File: config.mk
export PLATFORM = sky130hd
export DESIGN_NAME = regfile_sb
export DESIGN_NICKNAME = d
export VERILOG_FILES = /design/src/rtl/regfile_sb.sv
export SDC_FILE = /design/constraint.sdc
export NUM_CORES = 1
export LEC_CHECK = 0
export BUFFER_PORTS_ARGS = -buffer_cell sky130_fd_sc_hd__buf_2
export CAP_MARGIN = 20
export CORE_ASPECT_RATIO = 1.5
export CORE_UTILIZATION = 66
export DETAILED_ROUTE_END_ITERATION = 6
export PLACE_DENSITY = 0.92
export SYNTH_ARGS = -nofsm -noshare
export SYNTH_HDL_FRONTEND = slang
export SYNTH_SLANG_ARGS = --single-unit
export TNS_END_PERCENT = 10
File: constraint.sdc
create_clock -name clk -period 17.2 [get_ports clk]
set_input_delay 0.86 -clock clk [delete_from_list [all_inputs] [get_ports clk]]
set_output_delay 0.86 -clock clk [all_outputs]
set_load 0.03 [all_outputs]
File: src/rtl/regfile_sb.sv
// Register file with per-entry pending scoreboard and a one-entry-per-cycle clear sweep.
// Latency: reads combinational (optional same-cycle write bypass); writes/reserves land on the next edge.
// Backpressure: none; writes and reserves arriving while busy or with clear asserted are dropped.
module regfile_sb #(
    parameter int DATA_W   = 16,
    parameter int ADDR_W   = 4,
    parameter int ZERO_REG = 0,
    parameter int BYPASS   = 1
) (
    input  logic              clk,
    input  logic              reset,
    input  logic              clear,
    output logic              busy,
    input  logic              write_enable,
    input  logic [ADDR_W-1:0] address_w,
    input  logic [DATA_W-1:0] data_in_w,
    input  logic [ADDR_W-1:0] address_a,
    input  logic [ADDR_W-1:0] address_b,
    output logic [DATA_W-1:0] data_out_a,
    output logic [DATA_W-1:0] data_out_b,
    input  logic              reserve_enable,
    input  logic [ADDR_W-1:0] address_r,
    output logic              pending_a,
    output logic              pending_b
);
    localparam int DEPTH = 1 << ADDR_W;

    typedef enum logic {IDLE, CLEAR} state_t;

    state_t            state, state_nxt;
    logic [ADDR_W-1:0] ptr, ptr_nxt;
    logic [DATA_W-1:0] mem [DEPTH];
    logic [DEPTH-1:0]  pend;
    logic              accept, wr_ok, rs_ok;
    logic              zero_w, zero_r, zero_a, zero_b;

    always_comb begin
        zero_w = (ZERO_REG != 0) && (address_w == '0);
        zero_r = (ZERO_REG != 0) && (address_r == '0);
        zero_a = (ZERO_REG != 0) && (address_a == '0);
        zero_b = (ZERO_REG != 0) && (address_b == '0);
        accept = (state == IDLE) && !clear;
        wr_ok  = write_enable && accept && !zero_w;
        rs_ok  = reserve_enable && accept && !zero_r;
    end

    always_comb begin
        state_nxt = state;
        ptr_nxt   = ptr;
        case (state)
            IDLE: begin
                if (clear) begin
                    state_nxt = CLEAR;
                    ptr_nxt   = '0;
                end
            end
            CLEAR: begin
                ptr_nxt = ptr + 1'b1;
                if (ptr == ADDR_W'(DEPTH - 1)) begin
                    state_nxt = IDLE;
                    ptr_nxt   = '0;
                end
            end
            default: begin
                state_nxt = IDLE;
                ptr_nxt   = '0;
            end
        endcase
    end

    always_ff @(posedge clk or posedge reset) begin
        if (reset) begin
            state <= IDLE;
            ptr   <= '0;
        end else begin
            state <= state_nxt;
            ptr   <= ptr_nxt;
        end
    end

    // Reserve is applied after write so a same-address reserve leaves the entry pending.
    always_ff @(posedge clk or posedge reset) begin
        if (reset) begin
            for (int i = 0; i < DEPTH; i++) begin
                mem[i] <= '0;
            end
            pend <= '0;
        end else if (state == CLEAR) begin
            mem[ptr]  <= '0;
            pend[ptr] <= 1'b0;
        end else begin
            if (wr_ok) begin
                mem[address_w]  <= data_in_w;
                pend[address_w] <= 1'b0;
            end
            if (rs_ok) begin
                pend[address_r] <= 1'b1;
            end
        end
    end

    always_comb begin
        data_out_a = zero_a ? '0 : mem[address_a];
        data_out_b = zero_b ? '0 : mem[address_b];
        if ((BYPASS != 0) && wr_ok && (address_w == address_a)) begin
            data_out_a = data_in_w;
        end
        if ((BYPASS != 0) && wr_ok && (address_w == address_b)) begin
            data_out_b = data_in_w;
        end
        pending_a = pend[address_a] && !zero_a;
        pending_b = pend[address_b] && !zero_b;
        busy      = (state == CLEAR);
    end

endmodule

==> results of run 1 <==
cell type report:
cell class | count | share of cell area
clock buffer | 30 | 0.0423
timing repair buffer | 99 | 0.0397
multi-input combinational | 617 | 0.460
sequential | 277 | 0.421
clock inverter | 19 | 0.0142
tap | 276 | 0.0210
inverter | 6 | 0.00182
stage by stage:
step           total power [mW]  setup slack [ns]  cells
2_1_floorplan              1.01              8.70   1019
3_3_place_gp               1.09             12.46   1264
3_5_place_dp               1.11             12.34   1265
4_1_cts                    1.74             12.33   1314
5_1_grt                    1.81             12.27   1324
6_report                   1.77             12.41   1324
cell families after synthesis:
kind of cell | after synthesis | synth area share
muxes | 267 | 0.294
adders and majority gates | 4 | 0.00332
buffers and inverters | 125 | 0.0388
and+or+nand+nor | 42 | 0.0289
xor gates and xnor gates | 9 | 0.00522
DFF | 277 | 0.459
AOI/OAI and AO/OA | 295 | 0.170
worst min-delay path by stage:
stage / startpoint / endpoint / slack [ns] / cells after the start
detailed placement: mem[122]$_DFFE_PP0P_ / mem[122]$_DFFE_PP0P_ / 0.50 / 1
CTS: mem[93]$_DFFE_PP0P_ / mem[93]$_DFFE_PP0P_ / 0.52 / 1
floorplan: pend[14]$_DFF_PP0_ / pend[14]$_DFF_PP0_ / 0.48 / 1
finish: reset / mem[38]$_DFFE_PP0P_ / 0.50 / 2
global placement: mem[53]$_DFFE_PP0P_ / mem[53]$_DFFE_PP0P_ / 0.49 / 1
global route: mem[142]$_DFFE_PP0P_ / mem[142]$_DFFE_PP0P_ / 0.53 / 1
worst register-to-register path: stages, from the launching register on:
cell and delay, ns:
dfrtp_1 0.54, or3b_1 0.74, nor3_4 0.97, a21oi_2 0.45, a22o_1 0.36
routing by layer:
| layer | global-route usage | vias up | wire, um |
|---|---|---|---|
| met5 | 0 | - | 0 |
| met4 | 0.213 | 0 | 2810 |
| met3 | 0.0970 | 208 | 6040 |
| met2 | 0.612 | 1071 | 21500 |
| met1 | 0.528 | 5582 | 15000 |
| li1 | - | 4182 | - |
placed cells by master, fill, tap and decap left out, types with 8 or more instances in the layout:
cell type / netlist / routed
buf_4: 4 / 21
mux2_2: 33 / 33
clkbuf_16: 0 / 27
nor3_4: 8 / 8
xor2_1: 8 / 8
dfrtp_1: 277 / 277
buf_8: 0 / 10
mux4_2: 138 / 138
a21oi_2: 15 / 16
clkinv_2: 0 / 10
buf_2: 51 / 67
a22o_1: 275 / 275
mux2i_1: 96 / 96
flip-flops by register name (all words and copies together), names as in the netlist:
register and count:
mem 256, pend 16, ptr 4, busy 1
report_power, final:
group,switching (mW),internal (mW)
Sequential,0.0506,0.705
Clock,0.264,0.368
Combinational,0.233,0.147
==> out/metrics.csv, run 1 <==
stage;metric;value;unit
detailed_routing;# DRC;8;
timing;Fmax;0.209;GHz
synthesis;top cells by area, synth;dfrtp_1 (46%), mux4_2 (21%), a22o_1 (16%), mux2i_1 (6.4%), mux2_2 (2.5%);
synthesis;Avg Cell Area, Syn;14.8;um^2
job;Max-Cap Viols;0;
setup_path;Crit. End Element;primary output;
synthesis;most frequent cell after synthesis;dfrtp_1;
synthesis;Unique masters post-synth;37;
timing;worst relative slew slack;0.214;
timing;Worst Skew;0.0209;ns
place;dpl cell area;15400;um^2
cts;clk root buf;clkbuf_16;
setup_path;Crit path max-delay family;multiplexers;
setup_path;FF-to-FF End;pend[5]$_DFF_PP0_;
power_and_ir_drop;VDD IR max;0.000108;V
setup_path;Critical Path, Cell by Cell;buf_4 -> buf_4 -> mux4_2 -> mux2i_1 -> mux2i_1 -> mux2_2 -> buf_2;
cts;CTS sink cnt;277;
synthesis;Synth top cells by count;dfrtp_1 (277), a22o_1 (275), mux4_2 (138);
detailed_routing;post-route ant nets;0;
synthesis;cells after synthesis;1019;
cts;Skew-Pair Late Insertion Delay;0.55;ns
synthesis;Post-synth top flop;dfrtp_1;
timing;RSZ-0062 raised after global routing;false;
setup_path;WP data arrival;3.93;ns
cts;post-CTS resize count;0;
floorplan;CORE AREA;22400;um^2
synthesis;sequential share of the synthesized area;0.459;
power_and_ir_drop;pwr/cell area;107;nW/um^2
layout;Register Area;6930;um^2
setup_path;Crit Path Class;in -> out;
synthesis;Post-synth EDFFs;0;
setup_path;Setup crit end;data_out_a[10];
synthesis;YS warnings;0;
detailed_routing;WL per Instance;34.2;um
layout;post-route cell area;16500;um^2
cts;hold_buf cts;0;
synthesis;Yosys top cell area share;0.459;
cts;Max clock buf depth;3;
synthesis;Synth area leader;dfrtp_1;
layout;layout cells sized above 1;0.338;
setup_path;Worst setup startpoint;address_a[0];
worst_hold_path;Hold Path Class;in -> async;
detailed_routing;initial drt markers;1680;
global_route;grt ovf;0;
timing;WHS;0.501;ns
global_route;gr usage total;0.397;
setup_path;Max stage delay cell, worst path;buf_4;
setup_path;FF-to-FF path depth;4;
timing;max-slew violation count;0;
setup_path;critical path depth;7;
floorplan;Ports;72;
setup_path;worst reg2reg startpoint;busy$_DFF_PP0_;
layout;Final Util;0.736;
setup_path;WP data required;16.34;ns
synthesis;flops & latches, synth;277;
global_route;largest net degree at the start of global routing;134;
setup_path;Crit path largest cell delay;0.76;ns
setup_path;CP bufs+invs;3;
layout;Final #Nets;1069;
place;HPWL Detailed;25700;um
global_route;initial antenna violation count;0;
layout;area of the multi-input gates;7580;um^2
timing;period utilization;0.279;
place;routability-driven placement congestion ratio;0.906;
timing;final setup vio count;0;
cts;CTS H-tree lvls;1;
setup_path;reg2reg setup slack;14.04;ns
detailed_routing;final WL;45300;um
global_route;first-pass GRT wire length;69200;um
floorplan;Core Rows;67;
floorplan;Die Y;187;um
synthesis;Mapped Area;15100;um^2
layout;Area Growth Syn to Fin;9.14;%
layout;# fillers;1305;
global_route;vias in the first global route;11300;
synthesis;Post-Synthesis Net Count;1060;
outcome;failing checks;DRC;
cts;Setup Fix Bufs, Post-CTS;0;
timing;setup_tns;0;ns
timing;Final min period;4.79;ns
floorplan;Starting Density;0.674;
detailed_routing;1st-pass router iterations;7;
timing;Worst-Margin Slew;1.18;ns
detailed_routing;Vias per Instance;8.34;
floorplan;die area;23500;um^2
power_and_ir_drop;Leak;7.61;nW
timing;Final Hold Viols;0;
cts;total CTS buffers;27;
floorplan;Die Wd;125;um
setup_path;CP Max Fanout;43;
cts;CTS tree;yes;
setup_path;Worst Setup Start Kind;input port;
place;Port Buffer Count;71;
synthesis;asr flop ratio synth;1.00;
layout;n_diodes;0;
detailed_routing;via count;11000;
outcome;status;complete, but fails checks;
cts;Reg clk slew, reported paths;0.06;ns
Note: power is estimated with default switching activity, not from simulation.
==> run 2: changes to the inputs <==
Settings changed: CORE_UTILIZATION 66 to 62, PLACE_DENSITY 0.92 to 0.87.
Clock period 17.2 ns to 4.6 ns, I/O delays scaled along.
==> out/metrics.csv, run 2 (synthesis results as in run 1) <==
stage;metric;value;unit;change
layout;Regs by FF count;mem: 256 flops, pend: 16 flops, ptr: 4 flops;;unchanged
cts;Max clock buf depth;3;;unchanged
detailed_routing;post-route ant nets;0;;unchanged
place;routability-driven placement congestion ratio;0.861;;was 0.906
floorplan;Die Wd;129;um;was 125 um
floorplan;Ports;72;;unchanged
cts;clk root buf;clkbuf_16;;unchanged
setup_path;WP data required;4.37;ns;was 16.34 ns
timing;worst relative slew slack;0.322;;was 0.214
layout;Area Growth Syn to Fin;9.92;%;was 9.14%
job;Max-Cap Viols;0;;unchanged
setup_path;WP data arrival;2.96;ns;was 3.93 ns
place;HPWL Detailed;27300;um;was 25700 um
setup_path;Crit path largest cell delay;0.54;ns;was 0.76 ns
setup_path;Critical Path, Cell by Cell;nor2_2 -> nand3_1 -> nor4_4 -> buf_4 -> mux2_2 -> buf_2;;was buf_4 -> buf_4 -> mux4_2 -> mux2i_1 -> mux2i_1 -> mux2_2 -> buf_2
cts;hold_buf cts;1;;was 0
timing;Fmax;0.314;GHz;
setup_path;CP Max Fanout;16;;was 43
timing;RSZ-0062 raised after global routing;false;;unchanged
power_and_ir_drop;total power;6.57;mW;was 1.77 mW
floorplan;Starting Density;0.633;;was 0.674
layout;layout cells sized above 1;0.341;;was 0.338
floorplan;CORE AREA;23800;um^2;was 22400 um^2
cts;Reg clk slew, reported paths;0.07;ns;was 0.06 ns
place;Port Buffer Count;71;;unchanged
layout;Final #Nets;1085;;was 1069
floorplan;Die Y;193;um;was 187 um
layout;Final Util;0.696;;was 0.736
timing;Worst Skew;0.0141;ns;was 0.0209 ns
floorplan;Core Rows;69;;was 67
place;Setup WS pre-CTS;1.69;ns;was 12.34 ns
layout;Largest register FFs;256;;unchanged
setup_path;Crit. End Element;primary output;;unchanged
cts;CTS sink cnt;277;;unchanged
layout;Largest Register;mem;;unchanged
setup_path;Worst Setup Start Kind;register;;was input port
timing;final setup vio count;0;;unchanged
power_and_ir_drop;Leak;7.65;nW;was 7.61 nW
setup_path;Max stage delay cell, worst path;dfrtp_1;;was buf_4
cts;Skew-Pair Late Insertion Delay;0.54;ns;was 0.55 ns
global_route;grt ovf;0;;unchanged
power_and_ir_drop;VDD IR max;0.000445;V;was 0.000108 V
layout;most frequent cells in the layout;dfrtp_1 (277), a22o_1 (275), mux4_2 (138), mux2i_1 (96), buf_2 (67);;unchanged
detailed_routing;# DRC;0;;was 8
global_route;gr usage total;0.392;;was 0.397
detailed_routing;initial drt markers;1506;;was 1680
power_and_ir_drop;pwr/cell area;396;nW/um^2;was 107 nW/um^2
setup_path;Crit Path Class;reg -> out;;was in -> out
place;placed insts;1333;;was 1265
cts;total CTS buffers;27;;unchanged
place;dpl cell area;15700;um^2;was 15400 um^2
timing;WHS;0.0836;ns;was 0.501 ns
outcome;status;complete, no violations;;was complete, but fails checks
floorplan;die area;25000;um^2;was 23500 um^2
detailed_routing;Vias per Instance;7.98;;was 8.34
layout;final cell count without fillers;1385;;was 1324
cts;Setup Fix Bufs, Post-CTS;0;;unchanged
cts;CTS H-tree lvls;1;;unchanged
timing;setup_tns;0;ns;unchanged
detailed_routing;via count;11100;;was 11.0k
timing;final worst slack;1.41;ns;was 12.41 ns
global_route;first-pass GRT wire length;70500;um;was 69200 um
layout;most common cell after layout, fill and taps aside;dfrtp_1;;unchanged
timing;Final Hold Viols;0;;unchanged
layout;post-route cell area;16600;um^2;was 16500 um^2
timing;Worst-Margin Slew;1.02;ns;was 1.18 ns
detailed_routing;1st-pass router iterations;7;;unchanged
timing;period utilization;0.693;;
cts;post-CTS resize count;0;;unchanged
global_route;initial antenna violation count;4;;was 0
global_route;largest net degree at the start of global routing;183;;was 134
worst_hold_path;Hold Path Class;in -> reg;;was in -> async
detailed_routing;WL per Instance;33.7;um;was 34.2 um
timing;Final min period;3.19;ns;
timing;max-slew violation count;0;;unchanged
global_route;vias in the first global route;11600;;was 11.3k
detailed_routing;final WL;46600;um;was 45300 um
cts;CTS tree;yes;;unchanged
-- run 2: path summary, 6_finish.rpt --
kind                       slack [ns]                   end                 from  depth (start not counted)
setup / recovery                 1.41         data_out_a[5]       busy$_DFF_PP0_                          6
setup reg to reg                 1.89     pend[4]$_DFF_PP0_       busy$_DFF_PP0_                          6
hold / removal                   0.08        busy$_DFF_PP0_                clear                          3
min in group asynchronous        0.24   mem[67]$_DFFE_PP0P_                reset                          3
max in group asynchronous        3.05  mem[205]$_DFFE_PP0P_                reset                          4
hold reg to reg                  0.52   mem[87]$_DFFE_PP0P_  mem[87]$_DFFE_PP0P_                          1
-- run 2: where the power goes --
group | leakage (nW) | internal, mW | switching (mW) | total [mW]
combinational | 3.35 | 0.541 | 0.906 | 1.45
clock | 0.444 | 1.35 | 0.953 | 2.30
sequential | 3.85 | 2.64 | 0.184 | 2.82
total | 7.65 | 4.52 | 2.04 | 6.57
-- run 2: final cells by class --
class / instances / area, um^2
fillers: 1543 / 7240
clock inverters: 8 / 121
inverters: 6 / 26.3
repair buffers: 115 / 731
diodes: 2 / 5.00
clock buffers: 41 / 788
multi-input cells: 617 / 7580
flip-flops and latches: 277 / 6930
well taps: 319 / 399
-- run 2: metal layers --
metal,vias to the layer above,track usage,part of all wire
li1,4192,-,-
met1,5642,0.501,0.33
met2,985,0.579,0.45
met3,233,0.136,0.15
met4,0,0.241,0.067
met5,-,0,0
-- run 2: worst max-delay path: cells and delay by family (launching register included) --
kind | cells | cell delay, ns
simple gates | 3 | 0.83
buf+inv | 2 | 0.59
flops | 1 | 0.54
mux | 1 | 0.44
==> run 3: changes to the inputs <==
Settings changed: CORE_UTILIZATION 62 to 56, PLACE_DENSITY 0.87 to 0.84.
Clock period 4.6 ns to 2.7 ns, I/O delays scaled along.
==> out/metrics.csv, run 3 (synthesis results as in run 1) <==
stage;metric;value;unit;change
outcome;status;complete, no violations;;unchanged
timing;max-slew violation count;0;;unchanged
setup_path;Worst setup startpoint;busy$_DFF_PP0_;;unchanged
timing;Final Hold Viols;0;;unchanged
global_route;grt ovf;0;;unchanged
detailed_routing;Vias per Instance;7.64;;was 7.98
power_and_ir_drop;switch share;0.314;;was 0.311
detailed_routing;initial drt markers;1090;;was 1506
setup_path;WP data arrival;2.40;ns;was 2.96 ns
layout;Largest register FFs;256;;unchanged
layout;Regs by FF count;mem: 256 flops, pend: 16 flops, ptr: 4 flops;;unchanged
setup_path;reg2reg setup slack;0.26;ns;was 1.89 ns
setup_path;Worst Setup Start Kind;register;;unchanged
global_route;initial antenna violation count;2;;was 4
detailed_routing;WL per Instance;33.0;um;was 33.7 um
floorplan;Starting Density;0.570;;was 0.633
power_and_ir_drop;Internal;7.59;mW;was 4.52 mW
detailed_routing;post-route ant nets;0;;unchanged
place;dpl cell area;16000;um^2;was 15700 um^2
cts;CTS sink cnt;277;;unchanged
place;routability-driven placement congestion ratio;0.912;;was 0.861
power_and_ir_drop;Sw Pwr;3.47;mW;was 2.04 mW
cts;post-CTS resize count;0;;unchanged
floorplan;Die Y;203;um;was 193 um
timing;Fmax;0.394;GHz;
job;Max-Cap Viols;0;;unchanged
timing;worst relative slew slack;0.171;;was 0.322
global_route;largest net degree at the start of global routing;144;;was 183
timing;Final min period;2.54;ns;
timing;Worst-Margin Slew;1.24;ns;was 1.02 ns
cts;total CTS buffers;26;;was 27
setup_path;CP bufs+invs;2;;unchanged
layout;Final Util;0.638;;was 0.696
power_and_ir_drop;combinational share of power;0.226;;was 0.220
layout;post-route cell area;16900;um^2;was 16600 um^2
power_and_ir_drop;Reg power frac;0.434;;was 0.429
layout;Area Growth Syn to Fin;11.9;%;was 9.92%
power_and_ir_drop;Clock power frac;0.340;;was 0.350
global_route;vias in the first global route;11600;;about the same
floorplan;CORE AREA;26500;um^2;was 23800 um^2
layout;Final #Nets;1109;;was 1085
cts;Setup Fix Bufs, Post-CTS;0;;unchanged
cts;CTS tree;yes;;unchanged
setup_path;Crit Path Class;reg -> out;;unchanged
floorplan;die area;27600;um^2;was 25000 um^2
setup_path;Crit path largest cell delay;0.45;ns;was 0.54 ns
detailed_routing;# DRC;0;;unchanged
worst_hold_path;Hold Path Class;in -> reg;;unchanged
floorplan;Die Wd;136;um;was 129 um
cts;Skew-Pair Late Insertion Delay;0.54;ns;about the same
place;Port Buffer Count;71;;unchanged
detailed_routing;via count;10900;;was 11.1k
timing;RSZ-0062 raised after global routing;false;;unchanged
place;HPWL Detailed;29700;um;was 27300 um
timing;final setup vio count;0;;unchanged
detailed_routing;1st-pass router iterations;5;;was 7
layout;most frequent cells in the layout;dfrtp_1 (277), a22o_1 (275), mux4_2 (138), mux2i_1 (96), buf_2 (67);;unchanged
timing;period utilization;0.940;;
timing;Worst Skew;0.0106;ns;was 0.0141 ns
cts;clk root buf;clkbuf_16;;unchanged
worst_hold_path;hold_sp;address_r[1];;was clear
setup_path;Max stage delay cell, worst path;dfrtp_1;;unchanged
setup_path;WP data required;2.57;ns;was 4.37 ns
cts;Reg clk slew, reported paths;0.07;ns;about the same
layout;Largest Register;mem;;unchanged
setup_path;worst reg2reg startpoint;busy$_DFF_PP0_;;unchanged
timing;final worst slack;0.163;ns;was 1.41 ns
cts;hold_buf cts;1;;unchanged
setup_path;CP Max Fanout;16;;unchanged
setup_path;Crit. End Element;primary output;;unchanged
power_and_ir_drop;Leak;7.81;nW;was 7.65 nW
layout;area of the multi-input gates;7580;um^2;about the same
layout;layout cells sized above 1;0.359;;was 0.341
power_and_ir_drop;VDD IR max;0.000577;V;was 0.000445 V
power_and_ir_drop;pwr/cell area;655;nW/um^2;was 396 nW/um^2
global_route;gr usage total;0.356;;was 0.392
cts;Max clock buf depth;3;;unchanged
power_and_ir_drop;total power;11.1;mW;was 6.57 mW
floorplan;Core Rows;73;;was 69
cts;CTS H-tree lvls;1;;unchanged
detailed_routing;final WL;47000;um;was 46600 um
place;Setup WS pre-CTS;0.344;ns;was 1.69 ns
setup_path;Crit path max-delay family;buffers and inverters;;was simple AND/OR/NAND/NOR gates
global_route;first-pass GRT wire length;72000;um;was 70500 um
layout;Register Area;6930;um^2;unchanged
layout;# fillers;1879;;was 1543
setup_path;Critical Path, Cell by Cell;nor2_2 -> nand3_1 -> nor4_4 -> buf_4 -> mux2_2 -> buf_2;;unchanged
place;placed insts;1376;;was 1333
layout;most common cell after layout, fill and taps aside;dfrtp_1;;unchanged
layout;final cell count without fillers;1426;;was 1385
floorplan;Ports;72;;unchanged
-- run 3: through the flow --
step	hold slack [ns]	TNS, ns
2_1_floorplan	0.334	-304.80
4_1_cts	0.0236	0
3_3_place_gp	0.120	0
3_5_place_dp	0.119	0
6_report	0.0357	0
5_1_grt	0.0499	0
-- run 3: path summary, 6_finish.rpt --
| kind | cells after the start | to |
|---|---|---|
| worst max-delay path | 6 | data_out_a[11] |
| worst min-delay path | 3 | pend[4]$_DFF_PP0_ |
| worst max register to register | 5 | mem[167]$_DFFE_PP0P_ |
| worst min register to register | 1 | mem[81]$_DFFE_PP0P_ |
| max in group asynchronous | 4 | mem[207]$_DFFE_PP0P_ |
| min in group asynchronous | 3 | mem[199]$_DFFE_PP0P_ |
-- run 3: layout make-up --
class,instances,area share
clock inverter,12,0.00711
antenna,3,0.000444
sequential,277,0.410
multi-input combinational,617,0.449
clock buffer,34,0.0439
tap,337,0.0250
timing repair buffer,140,0.0631
inverter,6,0.00156
-- run 3: power groups by stage --
stage | clock network, mW | logic, mW | registers [mW]
2_1_floorplan | 0 | 1.66 | 4.76
3_3_place_gp | 0 | 2.33 | 4.82
3_5_place_dp | 0 | 2.44 | 4.85
4_1_cts | 3.78 | 2.46 | 4.79
5_1_grt | 3.95 | 2.60 | 4.84
6_report | 3.76 | 2.50 | 4.80
-- run 3: routing by layer --
layer,vias up,GRT usage,routed length (um)
met5,-,0,0
met4,0,0.230,3330
met3,209,0.108,5670
met2,792,0.535,22100
met1,5644,0.445,16000
li1,4245,-,-
-- run 3: tightest hold or removal path: cells and delay by family --
family | cells | cell delay, ns
AND/OR/NAND/NOR | 1 | 0.11
buffers and inverters | 1 | 0.11
AO/OA/AOI/OAI | 1 | 0.19
